File: config.mk
export PLATFORM = sky130hd
export DESIGN_NAME = stopwatch_ctrl
export DESIGN_NICKNAME = d
export VERILOG_FILES = /design/src/rtl/stopwatch_pkg.sv /design/src/rtl/sw_debounce.sv /design/src/rtl/stopwatch_ctrl.sv
export SDC_FILE = /design/constraint.sdc
export NUM_CORES = 1
export LEC_CHECK = 0
export BUFFER_PORTS_ARGS = -buffer_cell sky130_fd_sc_hd__buf_2
export CELL_PAD_IN_SITES_DETAIL_PLACEMENT = 0
export CELL_PAD_IN_SITES_GLOBAL_PLACEMENT = 2
export CORE_UTILIZATION = 40
export DETAILED_ROUTE_END_ITERATION = 6
export MAX_ROUTING_LAYER = met4
export PLACE_DENSITY_LB_ADDON = 0.2
export SLEW_MARGIN = 20
export SYNTH_ARGS = -nofsm -noshare
export SYNTH_HDL_FRONTEND = slang
export SYNTH_SLANG_ARGS = --single-unit
File: constraint.sdc
create_clock -name clk -period 2.05 [get_ports clk]
set_input_delay 0.1025 -clock clk [delete_from_list [all_inputs] [get_ports clk]]
set_output_delay 0.1025 -clock clk [all_outputs]
set_load 0.01 [all_outputs]
File: src/rtl/stopwatch_pkg.sv
// Shared mode/select encodings and the mode decision for the stopwatch controller.
package stopwatch_pkg;

  localparam logic [1:0] MODE_RUN   = 2'd0;
  localparam logic [1:0] MODE_PAUSE = 2'd1;
  localparam logic [1:0] MODE_ADJ   = 2'd2;

  localparam logic SEL_MIN = 1'b0;
  localparam logic SEL_SEC = 1'b1;

  // Adjust overrides pause; a pause toggled during adjust shows up on exit.
  function automatic logic [1:0] next_mode(input logic adj, input logic paused);
    if (adj)         return MODE_ADJ;
    else if (paused) return MODE_PAUSE;
    else             return MODE_RUN;
  endfunction

endpackage

File: src/rtl/sw_debounce.sv
// Two-flop synchronizer followed by a restart-on-bounce debouncer for one raw input.
module sw_debounce #(
  parameter int unsigned         DB_W      = 16,
  parameter logic [DB_W-1:0]     DB_CYCLES = 16'd50000
) (
  input  logic clk,
  input  logic reset_n,
  input  logic raw,
  output logic db
);

  logic            sync1;
  logic            sync2;
  logic [DB_W-1:0] cnt;

  always_ff @(posedge clk or negedge reset_n) begin
    if (!reset_n) begin
      sync1 <= 1'b0;
      sync2 <= 1'b0;
      cnt   <= '0;
      db    <= 1'b0;
    end else begin
      sync1 <= raw;
      sync2 <= sync1;
      // Any return to the current debounced value restarts the stability count.
      if (sync2 == db) begin
        cnt <= '0;
      end else if (cnt == DB_CYCLES - DB_W'(1)) begin
        cnt <= '0;
        db  <= sync2;
      end else begin
        cnt <= cnt + DB_W'(1);
      end
    end
  end

endmodule

File: src/rtl/stopwatch_ctrl.sv
// RUN/PAUSE/ADJUST mode controller: conditions panel inputs and issues counter and blanking commands.
module stopwatch_ctrl
  import stopwatch_pkg::*;
#(
  parameter int unsigned     DB_W      = 16,
  parameter logic [DB_W-1:0] DB_CYCLES = 16'd50000
) (
  input  logic       clk,
  input  logic       reset_n,
  input  logic       clr_btn,
  input  logic       pause_btn,
  input  logic       adj_sw,
  input  logic       sel_sw,
  input  logic       tick_1hz,
  input  logic       tick_2hz,
  input  logic       tick_blink,
  output logic       count_en,
  output logic       inc_min,
  output logic       inc_sec,
  output logic       clear,
  output logic       blank_min,
  output logic       blank_sec,
  output logic [1:0] mode
);

  logic       clr_db, pause_db, adj_db, sel_db;
  logic       clr_q, pause_q;
  logic       clr_edge, pause_edge;
  logic       paused;
  logic       blink;
  logic [1:0] state;
  logic       is_adj, is_pause, is_run;

  sw_debounce #(.DB_W(DB_W), .DB_CYCLES(DB_CYCLES)) u_db_clr (
    .clk(clk), .reset_n(reset_n), .raw(clr_btn), .db(clr_db)
  );
  sw_debounce #(.DB_W(DB_W), .DB_CYCLES(DB_CYCLES)) u_db_pause (
    .clk(clk), .reset_n(reset_n), .raw(pause_btn), .db(pause_db)
  );
  sw_debounce #(.DB_W(DB_W), .DB_CYCLES(DB_CYCLES)) u_db_adj (
    .clk(clk), .reset_n(reset_n), .raw(adj_sw), .db(adj_db)
  );
  sw_debounce #(.DB_W(DB_W), .DB_CYCLES(DB_CYCLES)) u_db_sel (
    .clk(clk), .reset_n(reset_n), .raw(sel_sw), .db(sel_db)
  );

  assign clr_edge   = clr_db & ~clr_q;
  assign pause_edge = pause_db & ~pause_q;

  // The unused encoding falls through to RUN.
  assign is_adj   = (state == MODE_ADJ);
  assign is_pause = (state == MODE_PAUSE);
  assign is_run   = ~is_adj & ~is_pause;

  always_ff @(posedge clk or negedge reset_n) begin
    if (!reset_n) begin
      clr_q    <= 1'b0;
      pause_q  <= 1'b0;
      paused   <= 1'b0;
      blink    <= 1'b0;
      state    <= MODE_RUN;
      count_en <= 1'b0;
      inc_min  <= 1'b0;
      inc_sec  <= 1'b0;
      clear    <= 1'b0;
    end else begin
      clr_q   <= clr_db;
      pause_q <= pause_db;

      if (clr_edge)        paused <= 1'b0;
      else if (pause_edge) paused <= ~paused;

      state <= next_mode(adj_db, paused);

      // Held low outside adjust, so every adjust entry starts with digits shown.
      if (!is_adj)         blink <= 1'b0;
      else if (tick_blink) blink <= ~blink;

      count_en <= is_run & tick_1hz & ~clr_edge;
      inc_min  <= is_adj & tick_2hz & (sel_db == SEL_MIN) & ~clr_edge;
      inc_sec  <= is_adj & tick_2hz & (sel_db == SEL_SEC) & ~clr_edge;
      clear    <= clr_edge;
    end
  end

  assign blank_min = is_adj & (sel_db == SEL_MIN) & blink;
  assign blank_sec = is_adj & (sel_db == SEL_SEC) & blink;
  assign mode      = is_adj ? MODE_ADJ : (is_pause ? MODE_PAUSE : MODE_RUN);

endmodule
Yosys cells after proc, flatten, opt, wreduce, memory -nomap -nowiden

Index checks and enable logic that the tools add are counted.

Bits in registers: 86

Add/subtract/negate cells: 4
Equal/unequal tests: 11
Multiplexer cells: 16
Bitwise gates (word level): 26
Reductions and logical operators: 5

Operators with widths:

| operator              | count |
|---|---|
| $mux 16               | 8 |
| $add 16x1->16 const B | 4 |
| $eq 16x16->1 const B  | 4 |
| $and 1x1->1           | 14 |
| $not 1->1             | 12 |
| $reduce_and 2->1      | 4 |
| $mux 1                | 6 |
| $eq 1x1->1            | 4 |
| $mux 2                | 2 |
| $eq 2x1->1 const B    | 1 |
| $eq 2x2->1 const B    | 1 |
| $ne 2x2->1 const B    | 1 |
| $reduce_bool 2->1     | 1 |

Logic depth before layout (Yosys ltp)

Depth in word-level cells: 5
Gate-level depth with buffers: 6
Mapped depth without buffers: 5

Cells and area by module

A second synthesis with hierarchy kept.

Cells, all modules: 369
Area total of the unflattened synthesis: 3983.8 sq um

By module, submodules not included:

| module         | times used | cells an instance | area an instance (sq um) | seq. area each (sq um) |
|---|---|---|---|---|
| sw_debounce    | 4          | 84                | 895.9                    | 475.5 |
| stopwatch_ctrl | 1          | 33                | 400.4                    | 250.2 |

Least setup slack after synthesis

No wires, ideal clock.

Path type: register -> register
From: reg u_db_sel.cnt[12]
To: reg u_db_sel.db
Data arrival time: 1767 ps
Data required time: 1925 ps
Setup slack: 158 ps
Stages on the path, launching flop included: 4
Path buffers: 0
Cells stage by stage: dfrtp_1 > or4b_1 > or4_4 > mux2_4

Cells in the longest elaborated chain, start to end: 2

RTL lines:

| what                              | line              | source |
|---|---|---|
| from (decl)                       | sw_debounce.sv:14 | `logic [DB_W-1:0] cnt;` |
| from (signal assigned)            | sw_debounce.sv:32 | `cnt <= cnt + DB_W'(1);` |
| $eq 16x16->1                      | sw_debounce.sv:28 | `end else if (cnt == DB_CYCLES - DB_W'(1)) begin` |
| $reduce_and 2->1 (no source line) | -                 |  |
| to (signal assigned)              | sw_debounce.sv:30 | `db <= sync2;` |
| to (decl)                         | sw_debounce.sv:9  | `output logic db` |

Every way passes these cells.
A chain may end at the register's enable or synchronous reset.

Worst setup path in the final report

Same ends and word-level chain as after synthesis.

==> results.md <==
- First-pass GRT wire length: 12400 microns
- Share of layout cells above drive strength 1: 12.3%
- Die area: 0.0101 sq mm
- Worst-skew pair later-pin latency: 0.34 ns
- Initial Util: 41.6%
- Critical Path RT: 2.29 ns
- Prevailing post-synth register cell: dfrtp_1
- Cells after synthesis: 365
- Setup ws final: 0.0883 ns
- Worst vdd ir: 0.335 mV
- Warnings, synthesis: 0
- Pint: 2.33 mW
- Mapped cell area: 0.00386 sq mm
- Wire length per cell after detailed routing: 13.3 microns
- Total grt overflow: 0
- Ys async rst share: 100%
- Final nets: 416
- Pin count of the biggest net entering global routing: 42
- # setup viols final: 0
- Die width: 100 microns
- Area delta synth->final: 13.8%
- CP Max Fanout: 5
- Final antenna-violating net count: 0
- Min-Delay Path Class: in -> reg
- HPWL after detailed placement: 4780 microns
- Clk pwr share: 38.3%
- Peak Freq: 510 MHz
- Logic pwr share: 3.8%
- Yosys cell types: 34
- CTS Buffer Depth: 2
- ANT cells: 0
- Core Area: 0.00928 sq mm
- RSZ-0062 raised after global routing: false
- CP arrival: 2.20 ns
- Post-Layout Cell Count: 535
- Inserted Clock Buffers: 9
- Crit path capture type: flop
- Cell Pwr Density: 686 mW/mm^2
- Yosys reg bits: 86
- Final hold viol count: 0
- Final Slew Violations: 0
- Root buffer cell: clkbuf_8
- Setup TNS: 0 ns
- CTS tree: yes
- Most common cell after layout, fill and taps aside: dfrtp_1
- Post-synthesis sequential area ratio: 55.7%
- Hold_ws: 0.0563 ns
- Crit start category: flop
- Period utilisation layout: 95.7%
- Antenna violations before repair: 0
- Drt drc: 0
- Number of DRC markers in iteration 0: 80
- FP Rows: 35
- Number of flops mapped to enable cells by yosys: 0
- Die Y: 100 microns
- Final Critical Period: 1.96 ns
- Most frequent cells in the layout: 86 x dfrtp_1, 70 x nor2_1, 45 x xnor2_1, 24 x nand3_1, 17 x nand4_1
- Syn_area_per_cell: 10.6 sq um
- Slew @ Worst Pin: 0.545 ns
- All-Layer GR Usage: 16.5%
- Status: complete, no violations
- Via density: 4.92
- Cts repair resizes: 0
- Placed Cells incl. Taps: 514
- Static Leak: 1.83 nW
- Post-Route WL: 7110 microns
- Skew final: 0.00982 ns
- I/O Buffers: 16
- H-tree levels: 3
- Worst-path clk slew: 0.09 ns
- Vias in the first global route: 2531
- Dpl ws: 0.0973 ns
- Vias: 2632
- Max Cap Viol: 0
- P_sw: 0.693 mW
- Clock sinks: 86
- Max_slew headroom: 63.6%
- GP Congestion: 0.770
- Sequential share of power: 57.9%
- # IOs: 17
- Critical Setup Path Class: reg -> reg
- DR pass1 iterations: 4
- Sw Share: 23.0%
- Total power: 3.02 mW
- Syn Nets: 380
==> state kept, by name, indices dropped and copies added, names as in the netlist, 2 cells and up <==
register	flops
u_db_clr.cnt	16
u_db_pause.cnt	16
u_db_adj.cnt	16
u_db_sel.cnt	16
state	2
==> Yosys cell counts (2+ instances only) <==
master | instances | area [sq um]
dfrtp_1 | 86 | 2150
nor2b_1 | 2 | 12.5
nor4_1 | 14 | 87.6
xnor2_1 | 45 | 394
nand3_1 | 24 | 120
a21oi_1 | 2 | 10.0
inv_1 | 15 | 56.3
nand2_1 | 14 | 52.6
nor4bb_1 | 5 | 50.1
nor2_1 | 70 | 263
or4_1 | 2 | 15.0
ha_1 | 6 | 75.1
and3_1 | 7 | 43.8
nor4b_1 | 2 | 17.5
nor3_1 | 16 | 80.1
nand4_1 | 17 | 106
o31ai_1 | 2 | 15.0
clkbuf_1 | 3 | 11.3
xor2_1 | 15 | 131
or2_2 | 2 | 12.5
mux2_2 | 3 | 33.8
==> power by group through the flow <==
stage                     registers, mW  logic [mW]  clock network [mW]
after global placement             1.78       0.112                   0
after floorplan                    1.78      0.0475                   0
after detailed placement           1.78       0.113                   0
after CTS                          1.75       0.121                1.21
after global routing               1.75       0.136                1.29
final                              1.75       0.116                1.16
==> final timing paths <==
path / to / slack, ns / cells after the start / start
max in group asynchronous: u_db_pause.db / 1.23 / 3 / reset_n
setup reg to reg: u_db_sel.db / 0.09 / 3 / u_db_sel.cnt[12]
hold reg to reg: u_db_adj.sync2 / 0.35 / 0 / u_db_adj.sync1
min in group asynchronous: u_db_sel.cnt[6] / 0.16 / 2 / reset_n
setup / recovery: u_db_sel.db / 0.09 / 3 / u_db_sel.cnt[12]
hold / removal: count_en / 0.06 / 2 / tick_1hz
==> final cells by class <==
type / count / area, sq um
tap: 129 / 161
clock inverter: 6 / 62.6
clock buffer: 10 / 128
inverter: 15 / 56.3
multi-input combinational: 259 / 1630
sequential: 86 / 2150
fill: 916 / 4880
timing repair buffer: 30 / 213
==> metrics by stage <==
step	util [%]	area [sq um]
2_1_floorplan	-	3860
5_1_grt	47.4	4400
4_1_cts	47.4	4400
3_3_place_gp	44.8	4160
3_5_place_dp	44.8	4160
6_report	47.4	4400
==> metal layers <==
layer	GRT usage, %	routed length (microns)	vias to the layer above
li1	-	-	1318
met1	22.8	3620	1273
met2	23.9	3250	35
met3	2.99	175	6
met4	6.69	68	0
met5	-	0	-
==> cells by family after synthesis <==
| kind of cell | Yosys count | synth area share [%] |
|---|---|---|
| flops | 86 | 55.7 |
| buf+inv | 20 | 2.23 |
| fa+ha+maj | 6 | 1.94 |
| mux | 4 | 1.26 |
| simple gates | 185 | 24.6 |
| compound gates | 4 | 0.647 |
| xor+xnor | 60 | 13.6 |
==> worst max-delay path: stages (launching register included) <==
cell and delay (ns):
dfrtp_1 0.44, or4b_1 0.53, or4_4 0.59, mux2_4 0.31
==> timing repair <==
item	4_1_cts	5_1_grt
hold buffers	5	0
buffers inserted	0	0
endpoints found under the hold margin	73	0
Note: power is estimated with default switching activity, not from simulation.
